### config.mk
export PLATFORM = sky130hd
export DESIGN_NAME = read_control
export DESIGN_NICKNAME = d
export VERILOG_FILES = /design/src/rtl/read_control.sv
export SDC_FILE = /design/constraint.sdc
export NUM_CORES = 1
export LEC_CHECK = 0
export ABC_CLOCK_PERIOD_IN_PS = 3600
export CAP_MARGIN = 5
export CORE_MARGIN = 8
export CORE_UTILIZATION = 39
export CTS_BUF_LIST = sky130_fd_sc_hd__clkbuf_4
export DETAILED_ROUTE_END_ITERATION = 6
export PLACE_DENSITY = 0.67
export SETUP_SLACK_MARGIN = 0.02
export SLEW_MARGIN = 20
export SYNTH_ARGS = -nofsm -noshare
export SYNTH_HDL_FRONTEND = slang
export SYNTH_SLANG_ARGS = --single-unit
export TNS_END_PERCENT = 1
### constraint.sdc
create_clock -name rclk -period 3.6 [get_ports rclk]
set_clock_uncertainty 0.2 [all_clocks]
set_input_delay 0.72 -clock rclk [delete_from_list [all_inputs] [get_ports rclk]]
set_output_delay 0.72 -clock rclk [all_outputs]
set_load 0.005 [all_outputs]
### src/rtl/read_control.sv
// read_control: async-FIFO read side (pointers, Gray sync of wptr, empty/level/underflow); READ_CONTROL_ALMOST_EMPTY_EN adds raempty
module read_control #(
  parameter int ADDR_WIDTH = 9,
  parameter int SYNC_STAGES = 2
`ifdef READ_CONTROL_ALMOST_EMPTY_EN
  , parameter int AE_THRESH = 4
`endif
) (
  input  logic                  rclk,
  input  logic                  rrst,
  input  logic                  rinc,
  input  logic [ADDR_WIDTH-1:0] wptr_gray,
  output logic                  rempty,
  output logic [ADDR_WIDTH-1:0] rptr_gray,
  output logic [ADDR_WIDTH-2:0] raddr,
  output logic [ADDR_WIDTH-1:0] rlevel,
  output logic                  rerr
`ifdef READ_CONTROL_ALMOST_EMPTY_EN
  , output logic                raempty
`endif
);
  logic [SYNC_STAGES-1:0][ADDR_WIDTH-1:0] sync_q;
  logic [ADDR_WIDTH-1:0] rbin, rbin_next, rgray_next, wsync, wbin, rlevel_next;
  logic pop;
  assign pop = rinc && !rempty;
  assign rbin_next = rbin + ADDR_WIDTH'(pop);
  assign rgray_next = (rbin_next >> 1) ^ rbin_next;
  assign wsync = sync_q[SYNC_STAGES-1];
  assign rlevel_next = wbin - rbin_next;
  assign raddr = rbin[ADDR_WIDTH-2:0];
  always_comb begin
    wbin = '0;
    for (int i = 0; i < ADDR_WIDTH; i++) wbin[i] = ^(wsync >> i);
  end
  always_ff @(posedge rclk)
    if (rrst) sync_q <= '0;
    else sync_q <= {sync_q[SYNC_STAGES-2:0], wptr_gray};
  always_ff @(posedge rclk)
    if (rrst) begin
      rbin <= '0;
      rptr_gray <= '0;
      rempty <= 1'b1;
      rlevel <= '0;
      rerr <= 1'b0;
    end else begin
      rbin <= rbin_next;
      rptr_gray <= rgray_next;
      rempty <= rgray_next == wsync;
      rlevel <= rlevel_next;
      rerr <= rerr | (rinc & rempty);
    end
`ifdef READ_CONTROL_ALMOST_EMPTY_EN
  always_ff @(posedge rclk)
    if (rrst) raempty <= 1'b1;
    else raempty <= rlevel_next <= ADDR_WIDTH'(AE_THRESH);
`endif
endmodule
==> results of run 1 <==
[worst register-to-register path, cell delays in order, from the launching register on]
cell       delay (ns)
dfxtp_4          0.36
xor3_4           0.53
xnor2_4          0.16
xnor2_1          0.13
ha_2             0.21
fa_2             0.43
nor2b_1          0.12
and4_4           0.24
a2111oi_4        0.04
or4b_1           0.55
o221a_2          0.15
mux2_4           0.30
[synthesized netlist by cell type (2+ instances only)]
| library cell | instances | area [um^2] |
|---|---|---|
| xnor2_1 | 29 | 254 |
| a21oi_1 | 5 | 25.0 |
| dfxtp_1 | 46 | 921 |
| xor2_1 | 14 | 123 |
| and2_1 | 5 | 31.3 |
| o21ai_0 | 5 | 25.0 |
| nor2b_1 | 20 | 125 |
| or3_1 | 2 | 12.5 |
| ha_1 | 5 | 62.6 |
| nand2b_1 | 2 | 12.5 |
| nor2_1 | 32 | 120 |
| xnor3_1 | 3 | 67.6 |
| nand3_1 | 5 | 25.0 |
| inv_1 | 6 | 22.5 |
| nand2_1 | 4 | 15.0 |
| mux2i_1 | 2 | 20.0 |
| nor3_1 | 4 | 20.0 |
| a31oi_1 | 3 | 18.8 |
| clkbuf_1 | 8 | 30.0 |
| and3_1 | 2 | 12.5 |
[state kept, by name (all words and copies together), names as in the netlist]
| signal | count |
|---|---|
| rbin | 9 |
| rlevel | 9 |
| sync_q | 9 |
| wsync | 9 |
| rptr_gray | 8 |
| rempty | 1 |
| rerr | 1 |
[power groups by stage]
stage / sequential, mW / clock [mW] / combinational [mW]
finish: 0.564 / 0.234 / 0.389
global route: 0.568 / 0.274 / 0.425
CTS: 0.565 / 0.248 / 0.371
detailed placement: 0.577 / 0 / 0.368
global placement: 0.576 / 0 / 0.362
floorplan: 0.579 / 0 / 0.201
[logic make-up (layout without fill, tap and decap cells)]
logic type,count (synthesis),in the layout
compound gates,21,21
xor+xnor,49,49
fa+ha+maj,7,7
buf+inv,15,92
flops,46,46
mux,3,3
simple gates,82,82
[area by class of cell]
cell class / instances / area [um^2]
inverter: 6 / 22.5
clock inverter: 3 / 16.3
sequential: 46 / 926
multi-input combinational: 162 / 1270
clock buffer: 5 / 37.5
timing repair buffer: 78 / 683
fill: 514 / 2430
tap: 72 / 90.1
[per-stage QoR]
step	utilization, %	setup TNS, ns	power, mW
3_3_place_gp	53.4	-0.566	0.938
6_report	55.6	0	1.19
5_1_grt	55.6	-0.0271	1.27
3_5_place_dp	53.4	-0.653	0.945
2_1_floorplan	-	0	0.780
4_1_cts	54.4	0	1.18
[worst paths after layout]
kind	startpoint	endpoint	slack [ns]	cells past startpoint
max	wsync[7]	rlevel[8]	0.08	11
min	sync_q[7]	wsync[7]	0.25	1
max reg2reg	wsync[7]	rlevel[8]	0.08	11
min reg2reg	sync_q[7]	wsync[7]	0.25	1
[what timing repair did]
item	4_1_cts	5_1_grt
endpoints found under the hold margin	0	0
endpoints found under the setup margin	1	1
pin swaps	0	9
setup buffers	0	3
hold buffers	0	0
resized for setup	2	8
[routing by layer]
| layer | GRT usage, % | vias to the layer above | part of all wire (%) |
|---|---|---|---|
| li1 | - | 878 | - |
| met1 | 13.1 | 787 | 45 |
| met3 | 4.61 | 9 | 5.7 |
| met2 | 19.2 | 42 | 48 |
| met5 | 0 | - | 0 |
| met4 | 4.50 | 0 | 1.7 |
[cells in the final DEF, fill, tap and decap left out, drive strengths merged, types with 2 or more instances in the layout]
cell           count
a2111oi            2
a21oi              5
a31oi              3
and2               5
and3               2
buf               39
clkbuf             5
clkdlybuf4s50     39
clkinv             2
dfxtp             46
ha                 5
inv                6
mux2i              2
nand2              4
nand2b             2
nand3              5
nor2              32
nor2b             20
nor3               4
o21ai              5
or3                3
xnor2             29
xnor3              4
xor2              15
==> impl_metrics.json, run 1 <==
{
  "status": "completed",
  "firstDrtPassIters": 5,
  "p_sw_share_pct": 28.4,
  "cp-start-kind": "flip-flop",
  "hold_path.class": "flip-flop to flip-flop",
  "clkSinkCount": 46,
  "ys.flop_type": "dfxtp_1",
  "muxShareOfSynthArea_pct": 1.59,
  "yosysWarnings": 0,
  "slew_violations": 0,
  "gp_congestion": 0.834,
  "die_h_um": 91.2,
  "io_pins": 40,
  "yosysSeqAreaShare_pct": 41.7,
  "critPathArrivalTime_ns": 3.57,
  "first_global_vias": 1726,
  "port_buffers": 39,
  "drc": 0,
  "grt_start_max_net_pins": 25,
  "antenna_found_initial": 0,
  "max_freq_ghz": 0.284,
  "drive_above_1_share_pct": 21.0,
  "cts_buffer_depth": 2,
  "ant_nets": 0,
  "stdcell_area_um2": 3050,
  "critPathTopFamily": "simple AND/OR/NAND/NOR gates",
  "synth-adder-area-share_pct": 4.20,
  "rsz0062_at_grt": "true",
  "synth-simple-area-share_pct": 19.1,
  "synth-seq-cells": 46,
  "path_max_fanout": 3,
  "antenna_cells": 0,
  "setup_viol": 0,
  "core_area_um2": 5470,
  "synth_nets": 241,
  "p_sw_mw": 0.337,
  "crit_path_cell_trace": "xor3_4, xnor2_4, xnor2_1, ha_2, fa_2, nor2b_1, and4_4, a2111oi_4, or4b_1, o221a_2, mux2_4",
  "synth_area_um2": 2210,
  "cts.reportedPaths.clkPinSlew_ns": 0.12,
  "crit_required_ns": 3.66,
  "cts_htree_levels": 2,
  "place_area_um2": 2920,
  "powerDensity_nw_per_um2": 390,
  "cts_buffers": 5,
  "synth_edf_count": 0,
  "period_minus_slack_ns": 3.52,
  "post-place-ws_ns": -0.303,
  "postSynth.asyncResetShare_pct": 0,
  "routedWlPerCell_um": 12.7,
  "nets": 317,
  "ir_worst_vdd_uv": 171,
  "cts_tree": "done",
  "cp-end-kind": "flip-flop",
  "setup_ws_ns": 0.0818,
  "grt_overflow": 0,
  "yosysUniqueCellTypes": 41,
  "die_x_um": 91.2,
  "hold_violations": 0,
  "grt_pass1_wl_mm": 7.84,
  "drt_iter0_markers": 53,
  "synth_compound_area_share_pct": 7.26,
  "root_buffer": "clkbuf_4",
  "synth_top_family_by_area": "XOR/XNOR gates",
  "leakagePower_nw": 1.23,
  "maxCapViolCount": 0,
  "finalCritPeriodShare_pct": 97.7,
  "whs_ns": 0.247,
  "final_cells": 372,
  "power_frac_comb_pct": 32.8,
  "cp_slowest_stage_delay_ns": 0.55,
  "worst_slew_pin_slew_ns": 0.464,
  "dp_hpwl_mm": 3.66,
  "synthXorXnorAreaFrac_pct": 23.2,
  "vias_per_cell": 4.61,
  "crit_type": "flip-flop to flip-flop",
  "syn2layout_area_growth_pct": 38.1,
  "slowest_stage": "or4b_1",
  "grt_usage_pct": 11.6,
  "max_slew_margin_pct": 68.9,
  "vias": 1716,
  "dpl.cell_count": 361,
  "p_clk_share_pct": 19.7,
  "p_seq_share_pct": 47.5,
  "routed_wl_mm": 4.72,
  "path_buf_inv": 0,
  "start_util_pct": 40.3,
  "fp-row-count": 27,
  "p_int_mw": 0.851,
  "clkLatencyLatePin_ns": 0.36,
  "syn_inst": 223,
  "synth.avg_cell_area_um2": 9.89,
  "dieArea_um2": 8320
}
Power figures use the tool's default switching activity.
==> run 2, diff against run 1 <==
- SKIP_LAST_GASP: unset -> 1
==> results of run 2 <==
The final DEF is identical to that of run 1; final timing and power are the same.
==> run 3, diff against run 2 <==
- CAP_MARGIN: 5 -> unset
==> results of run 3 <==
The final DEF is identical to that of run 1; final timing and power are the same.
==> variant 1 (flow settings as in run 3) <==
The output `rlevel` loses its register stage (`rlevel` becomes a continuous assignment).
--- a/src/rtl/read_control.sv
+++ b/src/rtl/read_control.sv
@@ -41,5 +41,4 @@
       rptr_gray <= '0;
       rempty <= 1'b1;
-      rlevel <= '0;
       rerr <= 1'b0;
     end else begin
@@ -47,7 +46,8 @@
       rptr_gray <= rgray_next;
       rempty <= rgray_next == wsync;
-      rlevel <= rlevel_next;
       rerr <= rerr | (rinc & rempty);
     end
+
+  assign rlevel = rlevel_next;
 `ifdef READ_CONTROL_ALMOST_EMPTY_EN
   always_ff @(posedge rclk)
Function: changed (a bounded check fails within 4 cycles, from zero or initial values and one cycle with rrst high).
==> variant 1 against run 3 <==
The run now ends with negative setup slack left. Area after synthesis grew 1.5%. Total power decreased by 1.0%. Design area rose by 12%. Critical path depth unchanged. Routed wire length increased by 13%. Utilization up 5.9 points. Global-route usage up 1.0 points. Setup slack got worse by 0.58 ns. Sequential cell count decreased by 9. Fmax down 14%. Highest routed layer unchanged.
==> variant 1: results (changes against run 3) <==
<table>
<tr><th>Metric</th><th>Value</th></tr>
<tr><th colspan="2">Run status</th></tr>
<tr><td>Result of the run</td><td>finished, violations left (was completed)</td></tr>
<tr><td>Violated checks</td><td>negative setup slack</td></tr>
<tr><th colspan="2">Place</th></tr>
<tr><td>Worst slack at placement</td><td>-1.01 ns (was -0.303 ns)</td></tr>
<tr><td>Routability congestion estimate from global placement</td><td>0.883 (was 0.834)</td></tr>
<tr><td>Dpl cells</td><td>412 (was 361)</td></tr>
<tr><th colspan="2">Global routing</th></tr>
<tr><td>Vias in the first global route</td><td>2,007 (was 1,726)</td></tr>
<tr><td>Global-route track usage on met3</td><td>2.69% (was 4.61%)</td></tr>
<tr><td>Global-route total usage across every layer</td><td>12.6% (was 11.6%)</td></tr>
<tr><td>Pin count of the biggest net entering global routing</td><td>28 (was 25)</td></tr>
<tr><th colspan="2">Layout</th></tr>
<tr><td>Share of layout cells above drive strength 1</td><td>34.5% (was 21.0%)</td></tr>
<tr><th colspan="2">Detailed routing</th></tr>
<tr><td>Routed wire length on met3</td><td>236 µm (was 270 µm)</td></tr>
<tr><td>Routed metal-1 wirelength</td><td>2320 µm (was 2120 µm)</td></tr>
<tr><td>Routed len/inst</td><td>12.5 µm (was 12.7 µm)</td></tr>
<tr><td>Average vias per placed instance</td><td>4.78 (was 4.61)</td></tr>
<tr><th colspan="2">Yosys</th></tr>
<tr><td>Area fraction in compound gates after synthesis</td><td>10.1% (was 7.26%)</td></tr>
<tr><td>Xor and xnor area share after synthesis</td><td>20.7% (was 23.2%)</td></tr>
<tr><td>Cell types with the largest area share after synthesis</td><td>dfxtp_1 (33%), xnor2_1 (12%), nor2_1 (6.2%), nor2b_1 (5.9%), xnor3_1 (4.0%) (was dfxtp_1 (42%), xnor2_1 (12%), nor2b_1 (5.7%), xor2_1 (5.6%), nor2_1 (5.4%))</td></tr>
<tr><th colspan="2">Timing</th></tr>
<tr><td>Final setup vio count</td><td>8 (was 0)</td></tr>
<tr><td>Total negative slack</td><td>-3.18 ns (was 0 ns)</td></tr>
<tr><td>Post-route worst setup slack</td><td>-0.498 ns (was 0.0818 ns)</td></tr>
</table>
-- variant 1: what timing repair did --
action | 4_1_cts | 5_1_grt
setup endpoints to repair | 8 | 8
setup buffers | 6 | 1
hold buffers | 0 | 0
resized for setup | 27 | 14
pin swaps | 17 | 14
-- variant 1: layout make-up --
type / count / area, µm²
multi-input cells: 194 / 1590
fillers: 485 / 2130
flip-flops and latches: 37 / 752
repair buffers: 109 / 903
inverters: 7 / 26.3
well taps: 72 / 90.1
clock buffers: 6 / 45.0
clock inverters: 1 / 3.75
-- variant 1: final timing paths --
| path | cells after the start | startpoint | to | slack [ns] |
|---|---|---|---|---|
| setup / recovery | 11 | wsync[8] | rlevel[4] | -0.50 |
| hold / removal | 1 | sync_q[7] | wsync[7] | 0.22 |
| setup reg to reg | 8 | rempty | rempty | 0.90 |
| hold reg to reg | 1 | sync_q[7] | wsync[7] | 0.22 |
-- variant 1: power groups by stage --
| stage | registers, mW | clock network, mW | logic [mW] |
|---|---|---|---|
| floorplan | 0.444 | 0 | 0.262 |
| global placement | 0.442 | 0 | 0.485 |
| finish | 0.432 | 0.198 | 0.545 |
| global route | 0.435 | 0.222 | 0.595 |
| detailed placement | 0.443 | 0 | 0.495 |
| CTS | 0.432 | 0.208 | 0.535 |
-- variant 1: worst reg2reg max path: cells and delay by family (launching register included) --
kind / cells / cell delay [ns]
flops: 1 / 0.32
compound gates: 1 / 0.25
mux: 1 / 0.54
simple gates: 3 / 0.83
xor+xnor: 1 / 0.19
buf+inv: 2 / 0.27
-- variant 1: through the flow --
| stage | instance area [µm²] | total power, mW |
|---|---|---|
| after floorplan | 2300 | 0.706 |
| after global placement | 3200 | 0.928 |
| after detailed placement | 3200 | 0.937 |
| after CTS | 3340 | 1.17 |
| after global routing | 3410 | 1.25 |
| final | 3410 | 1.18 |
==> variant 2 (flow settings as in run 3) <==
Without the edit above. `SYNC_STAGES`: 2 -> 4.
--- a/src/rtl/read_control.sv
+++ b/src/rtl/read_control.sv
@@ -2,5 +2,5 @@
 module read_control #(
   parameter int ADDR_WIDTH = 9,
-  parameter int SYNC_STAGES = 2
+  parameter int SYNC_STAGES = 4
 `ifdef READ_CONTROL_ALMOST_EMPTY_EN
   , parameter int AE_THRESH = 4
Function: changed (a bounded check fails within 4 cycles, from zero or initial values and one cycle with rrst high).
==> variant 2 against run 3 <==
Design area is 14% higher. Combinational power down 43%. Sequential cell count increased by 18. Synthesized cell count grew 17%. Sequential power increased by 34%. Total power rose by 28%. Area after synthesis is 23% higher. Setup slack improved by 0.18 ns. Routed wire length up 6.9%.
==> variant 2: results (changes against run 3) <==
<table>
<tr><th>Metric</th><th>Value</th></tr>
<tr><th colspan="2">Yosys</th></tr>
<tr><td>Seq/Total Area, Yosys</td><td>47.3% (was 41.7%)</td></tr>
<tr><td>Commonest cells post-synth</td><td>dfxtp_1 (64), nor2b_1 (39), nor2_1 (33), xnor2_1 (33) (was dfxtp_1 (46), nor2_1 (32), xnor2_1 (29), nor2b_1 (20), xor2_1 (14))</td></tr>
<tr><td>Average cell area after synthesis</td><td>10.3 µm² (was 9.89 µm²)</td></tr>
<tr><td>Proportion of netlist area held by the largest area contributor</td><td>47.3% (was 41.7%)</td></tr>
<tr><td>Cell types with the largest area share after synthesis</td><td>dfxtp_1 (47%), xnor2_1 (11%), nor2b_1 (9.0%), nor2_1 (4.6%), xor2_1 (2.6%) (was dfxtp_1 (42%), xnor2_1 (12%), nor2b_1 (5.7%), xor2_1 (5.6%), nor2_1 (5.4%))</td></tr>
<tr><th colspan="2">Worst setup path</th></tr>
<tr><td>Critical path's largest stage delay</td><td>0.45 ns (was 0.55 ns)</td></tr>
<tr><td>Data arrival at the endpoint of the critical path</td><td>3.43 ns (was 3.57 ns)</td></tr>
<tr><td>Peak fanout along the critical path</td><td>2 (was 3)</td></tr>
<tr><th colspan="2">Timing</th></tr>
<tr><td>Actual transition at the worst max-transition pin</td><td>0.597 ns (was 0.464 ns)</td></tr>
<tr><th colspan="2">Clocking</th></tr>
<tr><td>Count of H-tree levels built during CTS</td><td>3 (was 2)</td></tr>
<tr><td>PostCTS Resize Cnt</td><td>0 (was 2)</td></tr>
<tr><th colspan="2">Layout</th></tr>
<tr><td>Share of layout cells above drive strength 1</td><td>14.0% (was 21.0%)</td></tr>
<tr><td>Total of fill cells in the finished design</td><td>628 (was 514)</td></tr>
<tr><td>Total number of nets in the final design</td><td>343 (was 317)</td></tr>
<tr><th colspan="2">Run status</th></tr>
<tr><td>Result of the run</td><td>completed (unchanged)</td></tr>
<tr><th colspan="2">Place</th></tr>
<tr><td>Total placed instance area</td><td>3320 µm² (was 2920 µm²)</td></tr>
<tr><td>DPL Wire Length</td><td>3800 µm (was 3660 µm)</td></tr>
<tr><td>Routability congestion estimate from global placement</td><td>0.871 (was 0.834)</td></tr>
<tr><th colspan="2">Detailed routing</th></tr>
<tr><td>Number of optimization iterations in the first detailed-route pass</td><td>4 (was 5)</td></tr>
<tr><td>Average vias per placed instance</td><td>4.76 (was 4.61)</td></tr>
<tr><td>DRT iter0 DRCs</td><td>56 (was 53)</td></tr>
<tr><td>Routed len/inst</td><td>12.3 µm (was 12.7 µm)</td></tr>
<tr><td>Total via count in the routed design</td><td>1,947 (was 1,716)</td></tr>
<tr><th colspan="2">Global routing</th></tr>
<tr><td>Global-route total usage across every layer</td><td>11.2% (was 11.6%)</td></tr>
<tr><td>Vias in the first global route</td><td>1,982 (was 1,726)</td></tr>
<tr><th colspan="2">Power and ir drop</th></tr>
<tr><td>Leakage power of the design</td><td>1.41 nW (was 1.23 nW)</td></tr>
</table>
==> variant 2: report_power, final <==
group	switching (mW)	internal, mW	total, mW
Sequential	0.0129	0.743	0.756
Clock	0.242	0.302	0.544
Combinational	0.0932	0.129	0.222
Total	0.348	1.17	1.52
==> variant 2: path summary, 6_finish.rpt <==
path              start  depth (start not counted)   endpoint
max            wsync[4]                         11  rlevel[8]
min          sync_q[25]                          1   wsync[7]
max reg2reg    wsync[4]                         11  rlevel[8]
min reg2reg  sync_q[25]                          1   wsync[7]
==> variant 2: cells by family (layout without fill, tap and decap cells) <==
| group | after synthesis | count (layout) | synth area share [%] |
|---|---|---|---|
| xor+xnor | 48 | 48 | 19.2 |
| buf+inv | 14 | 81 | 1.99 |
| compound gates | 26 | 26 | 7.21 |
| flops | 64 | 64 | 47.3 |
| simple gates | 99 | 99 | 19.2 |
| mux | 2 | 2 | 0.832 |
| fa+ha+maj | 9 | 9 | 4.30 |
==> variant 2: final cells by class <==
cell class                 count  area [µm²]  share of cell area [%]
multi-input combinational    184        1370                    39.4
sequential                    64        1280                    36.8
timing repair buffer          61         551                    15.8
tap                           80         100                    2.88
clock buffer                  12        90.1                    2.59
clock inverter                 3        67.6                    1.94
inverter                       5        18.8                   0.539
==> variant 2: worst reg2reg max path, delay by kind of cell, from the launching register on <==
family	cells	cell delay, ns
buffers and inverters	1	0.10
XOR/XNOR	3	0.97
flip-flops	1	0.37
multiplexers	1	0.31
AND/OR/NAND/NOR	3	0.65
adder cells (fa/ha/maj)	1	0.44
AO/OA/AOI/OAI	2	0.18
==> variant 2: per-layer routing <==
metal / track usage, % / vias to the layer above / routed length, µm
met5: 0 / - / 0
met4: 4.66 / 0 / 99
li1: - / 987 / -
met1: 12.6 / 876 / 2300
met2: 17.8 / 69 / 2240
met3: 5.59 / 15 / 410
